### src/rtl/cop_seq.sv
// cop_seq: accepts one mul/div coprocessor op at a time, starts the engine, times its latency,
// raises HI/LO or GPR write enables and stalls decode on hazards. Option macro: COP_DONE_HANDSHAKE_EN.
module cop_seq #(
    parameter int MUL_LAT = 4,
    parameter int DIV_LAT = 32,
    parameter int CNT_W   = 6
) (
    input  logic       clk,
    input  logic       rst_n,
    input  logic       issue,
    input  logic [2:0] op,
    input  logic       wr_gpr,
    input  logic       wr_hilo,
    input  logic       rd_hilo,
    input  logic       cop_done,
    output logic       stall,
    output logic       busy,
    output logic       cop_start,
    output logic [2:0] cop_op,
    output logic       hilo_we,
    output logic       gpr_we
);

    typedef enum logic [1:0] {
        IDLE = 2'b00,
        RUN  = 2'b01,
        WB   = 2'b10
    } state_t;

    localparam logic [2:0]       OP_NONE = 3'b111;
    localparam logic [2:0]       OP_DIV  = 3'b011;
    localparam logic [CNT_W-1:0] CNT_ONE = CNT_W'(1);
    localparam logic [CNT_W-1:0] MUL_CNT = CNT_W'(MUL_LAT - 1);
    localparam logic [CNT_W-1:0] DIV_CNT = CNT_W'(DIV_LAT - 1);

    // Ops 000..011 are real coprocessor ops; 100..111 mean "none".
    function automatic logic is_cop_op(input logic [2:0] op_v);
        return (op_v[2] == 1'b0);
    endfunction

    state_t           state_r, state_s;
    logic [CNT_W-1:0] cnt_r, cnt_s;
    logic [2:0]       op_r, op_s;
    logic             gpr_l_r, gpr_l_s;
    logic             hilo_l_r, hilo_l_s;
    logic             valid_s;
    logic             run_done_s;
    logic             stall_s;
    logic             busy_r, cop_start_r, hilo_we_r, gpr_we_r;
    logic [2:0]       cop_op_r;

    assign valid_s = issue & is_cop_op(op);

`ifdef COP_DONE_HANDSHAKE_EN
    assign run_done_s = cop_done;
`else
    logic cop_done_unused_s;
    assign cop_done_unused_s = cop_done;
    assign run_done_s = (cnt_r == {CNT_W{1'b0}});
`endif

    // Next-state, counter and latched-op logic.
    always_comb begin
        state_s  = state_r;
        cnt_s    = cnt_r;
        op_s     = op_r;
        gpr_l_s  = gpr_l_r;
        hilo_l_s = hilo_l_r;
        case (state_r)
            IDLE: begin
                if (valid_s) begin
                    state_s  = RUN;
                    op_s     = op;
                    gpr_l_s  = wr_gpr;
                    hilo_l_s = wr_hilo;
                    cnt_s    = (op == OP_DIV) ? DIV_CNT : MUL_CNT;
                end else begin
                    state_s = IDLE;
                end
            end
            RUN: begin
                if (run_done_s) begin
                    state_s = WB;
                end else begin
                    state_s = RUN;
                    cnt_s   = cnt_r - CNT_ONE;
                end
            end
            WB: begin
                state_s  = IDLE;
                op_s     = OP_NONE;
                gpr_l_s  = 1'b0;
                hilo_l_s = 1'b0;
                cnt_s    = {CNT_W{1'b0}};
            end
            default: begin
                state_s  = IDLE;
                op_s     = OP_NONE;
                gpr_l_s  = 1'b0;
                hilo_l_s = 1'b0;
                cnt_s    = {CNT_W{1'b0}};
            end
        endcase
    end

    // A MUL holds decode until its own WB; HI/LO writers only block readers and new ops.
    always_comb begin
        stall_s = 1'b0;
        case (state_r)
            IDLE:    stall_s = valid_s & wr_gpr;
            RUN:     stall_s = gpr_l_r | rd_hilo | valid_s;
            WB:      stall_s = ~gpr_l_r & (rd_hilo | valid_s);
            default: stall_s = 1'b0;
        endcase
    end

    // State, counter and latched flags.
    always_ff @(posedge clk or negedge rst_n) begin
        if (!rst_n) begin
            state_r  <= IDLE;
            cnt_r    <= {CNT_W{1'b0}};
            op_r     <= OP_NONE;
            gpr_l_r  <= 1'b0;
            hilo_l_r <= 1'b0;
        end else begin
            state_r  <= state_s;
            cnt_r    <= cnt_s;
            op_r     <= op_s;
            gpr_l_r  <= gpr_l_s;
            hilo_l_r <= hilo_l_s;
        end
    end

    // Moore outputs registered from the next state so they line up with state_r.
    always_ff @(posedge clk or negedge rst_n) begin
        if (!rst_n) begin
            busy_r      <= 1'b0;
            cop_start_r <= 1'b0;
            cop_op_r    <= OP_NONE;
            hilo_we_r   <= 1'b0;
            gpr_we_r    <= 1'b0;
        end else begin
            busy_r      <= (state_s != IDLE);
            cop_start_r <= (state_r == IDLE) && (state_s == RUN);
            cop_op_r    <= (state_s == IDLE) ? OP_NONE : op_s;
            hilo_we_r   <= (state_s == WB) && hilo_l_s;
            gpr_we_r    <= (state_s == WB) && gpr_l_s;
        end
    end

    assign stall     = stall_s;
    assign busy      = busy_r;
    assign cop_start = cop_start_r;
    assign cop_op    = cop_op_r;
    assign hilo_we   = hilo_we_r;
    assign gpr_we    = gpr_we_r;

endmodule

### config.mk
export PLATFORM = sky130hd
export DESIGN_NAME = cop_seq
export DESIGN_NICKNAME = d
export VERILOG_FILES = /design/src/rtl/cop_seq.sv
export SDC_FILE = /design/constraint.sdc
export NUM_CORES = 1
export LEC_CHECK = 0
export CAP_MARGIN = 20
export CORE_MARGIN = 1.5
export CORE_UTILIZATION = 50
export DETAILED_ROUTE_END_ITERATION = 10
export GPL_TIMING_DRIVEN = 0
export PLACE_DENSITY = 0.77
export SLEW_MARGIN = 5
export SYNTH_ARGS = -nofsm -noshare
export SYNTH_HDL_FRONTEND = slang
export SYNTH_SLANG_ARGS = --single-unit
### constraint.sdc
create_clock -name clk -period 1.95 [get_ports clk]
set_input_delay 0.39 -clock clk [delete_from_list [all_inputs] [get_ports clk]]
set_output_delay 0.39 -clock clk [all_outputs]
set_load 0.02 [all_outputs]
==> metrics.md <==
| Metric | Value |
|---|---|
| Cell area after layout | `~0.0012 mm^2` |
| Largest net degree at the start of global routing | `21` |
| Drt wl/cell | `between 10 and 15 um` |
| Gr usage total | `a little over a fifth` |
| CTS root buffer | `clkbuf_4` |
| Overall power | `around 1.8 mW` |
| GP Congestion | `0.750` |
| Final wirelength | `2.05 mm` |
| Gr ovfl total | `0` |
| Syn Inst Count | `just under 100` |
| Maximum VDD drop | `around 0.0008 V` |
| Dpl hpwl | `about 1.5 mm` |
| DR pass1 iterations | `4` |
| R2r setup slk | `0.19 ns` |
| Clock Path Buffers | `2` |
| Clock power share | `11.2%` |
| Sequential cell area fraction in the yosys report | `roughly 51%` |
| Final Max Tran Viols | `0` |
| Post-synth EDFFs | `0` |
| Sw power | `711 uW` |
| Ys async rst share | `between 90% and 100%` |
| Worst-path clk slew | `0.11 ns` |
| Crit. Startpoint | `cop_op[0]` |
| Initial antenna violation count | `0` |
| Reg2reg start | `cnt_r[0]` |
| CP Cell Sequence | `clkdlybuf4s50_1` |
| Initial detailed-routing violation count | `19` |
| Share of power burned in registers | `40.2%` |
| Htree depth | `1` |
| FMAX | `~0.55 GHz` |
| DRC viols | `0` |
| Setup TNS Final | `0 ns` |
| HP Start | `op_r[1]` |
| Crit Path Category | `reg -> out` |
| Post-Syn Area per Cell | `10.2 um^2` |
| Core footprint | `0.00180 mm^2` |
| Worst Hold Class | `reg -> reg` |
| Yosys reg bits | `20` |
| Combinational fraction of design power | `slightly below 50%` |
| Initial Utilization | `between 50% and 60%` |
| Dpl ws | `-0.556 ns` |
| DP Area | `between 0.001 and 0.0015 mm^2` |
| Cell row count | `15` |
| WHS | `0.518 ns` |
| Commonest cells after routing, fill and taps aside | `clkdlybuf4s50_1 (15), dfrtp_1 (14), nor2_1 (13)` |
| Status | `finished clean` |
| Final min period | `around 1.8 ns` |
| Final net count | `130` |
| Final core utilization | `a little under 70%` |
| Max Cap Violations | `0` |
| CP required | `about 1.6 ns` |
| I/O pin total | `18` |
| Area Growth Syn to Fin | `23.5%` |
| Worst EP arrival | `approximately 1.4 ns` |
| Clk_lat worst skew | `~0.3 ns` |
| P_int | `around 1.1 mW` |
| Post-route ant nets | `0` |
| TritonCTS clock tree | `built` |
| Top FF cell, synth | `dfrtp_1` |
| FILL cells | `between 150 and 200` |
| Final setup vio count | `0` |
| RSZ-0062 raised after global routing | `no` |
| Yosys warns | `0` |
| DIE HEIGHT | `47.5 um` |
| Max-slew headroom | `43.4%` |
| Top delay family on crit path | `buffers and inverters` |
| Leakage | `between 0.5 and 0.6 nW` |
| Yosys cell types | `36` |
| Cts bufs inserted | `3` |
| Biggest cell delay along the critical path | `0.61 ns` |
| Slew at the pin with the worst max-slew slack | `0.846 ns` |
| Fin cells | `between 100 and 150` |
| Sw Share | `around two fifths` |
| DP Cell Count | `between 100 and 150` |
| Period utilisation layout | `93.9%` |
| CTS sink cnt | `20` |
| Layout Skew | `0.00401 ns` |
| Die Area | `between 0.002 and 0.0025 mm^2` |
| Die X | `between 40 and 50 um` |
| Vias | `around 820` |
| PwrDens | `about 1500 mW/mm^2` |
| Synthesized cell area | `992 um^2` |
| Final hold vios | `0` |
| Post-route setup slack | `between 0.1 and 0.15 ns` |
| IO buf count | `16` |
| Crit end category | `output pin` |
| Mapped Nets | `108` |
| First-pass GRT wire length | `around 3.4 mm` |
| Bufs and invs on worst path | `1` |
| Share of layout cells above drive strength 1 | `between 20% and 30%` |
| Worst setup SP type | `flip-flop` |
| Number of global-route vias before repair | `between 700 and 800` |
| Most common cell after layout, fill and taps aside | `clkdlybuf4s50_1` |
| CP max-delay cell | `clkdlybuf4s50_1` |
| Vias per inst | `~5.7` |
| CP Max Fanout | `1` |
| Diode count | `0` |
routing by layer:
| layer | GRT usage, % | up-vias | share of wire (%) |
|---|---|---|---|
| met4 | 6.49 | 0 | 1.5 |
| met3 | 3.77 | 4 | 5.8 |
| met5 | 0 | - | 0 |
| met2 | 35.9 | 28 | 51 |
| li1 | - | 387 | - |
| met1 | 29.2 | 398 | 42 |
cells in the mapped netlist, types with 2 or more instances:
cell       instances  area, um^2
dfrtp_1           14         350
nor2_1            13        48.8
nand2_1            8        30.0
a21oi_1            7        35.0
dfstp_2            6         158
nor3_1             4        20.0
o21bai_1           4        30.0
inv_1              3        11.3
nand2b_1           3        18.8
a2bb2oi_1          2        17.5
a31o_2             2        17.5
a31oi_1            2        12.5
and2_1             2        12.5
buf_6              2        22.5
o21a_1             2        15.0
o21ai_0            2        10.0
o22ai_1            2        12.5
registers in the layout (all words and copies together) (netlist names):
| signal | cells |
|---|---|
| gpr_we | 1 |
| cnt_r | 6 |
| cop_start | 1 |
| busy | 1 |
| state_r | 2 |
| hilo_l_r | 1 |
| gpr_l_r | 1 |
| op_r | 3 |
| cop_op | 3 |
| hilo_we | 1 |
final timing paths:
kind                              to  cells after the start
max                        cop_op[0]                      1
min                        cop_op[1]                      2
max reg2reg                 cnt_r[5]                      6
min reg2reg                cop_op[1]                      2
max in group asynchronous       busy                      1
min in group asynchronous   cnt_r[1]                      1
kinds of logic after synthesis:
family / share of synthesized area, %
simple gates: 21.3
buf+inv: 4.16
xor+xnor: 0.883
compound gates: 21.2
fa+ha+maj: 1.26
flops: 51.2
what timing repair did:
item | in CTS | in global routing
pin swaps | 0 | 0
endpoints found under the setup margin | 1 | 1
setup buffers | 1 | 0
hold buffers | 0 | 0
gates resized for setup | 5 | 3
cloned | 0 | 0
layout make-up:
class	instances	area, um^2	area share [%]
plain buffers	3	26.3	2.15
repair buffers	17	163	13.3
inverters	4	15.0	1.23
well taps	25	31.3	2.55
flip-flops and latches	20	508	41.5
clock buffers	4	26.3	2.15
multi-input cells	70	455	37.2
power by group through the flow:
stage / registers, mW / logic (mW) / clock network (mW)
2_1_floorplan: 0.772 / 0.588 / 0
3_3_place_gp: 0.727 / 0.853 / 0
3_5_place_dp: 0.740 / 0.889 / 0
4_1_cts: 0.733 / 0.896 / 0.209
5_1_grt: 0.755 / 0.978 / 0.231
6_report: 0.735 / 0.888 / 0.205
No activity file was read; power rests on OpenSTA's default activity.
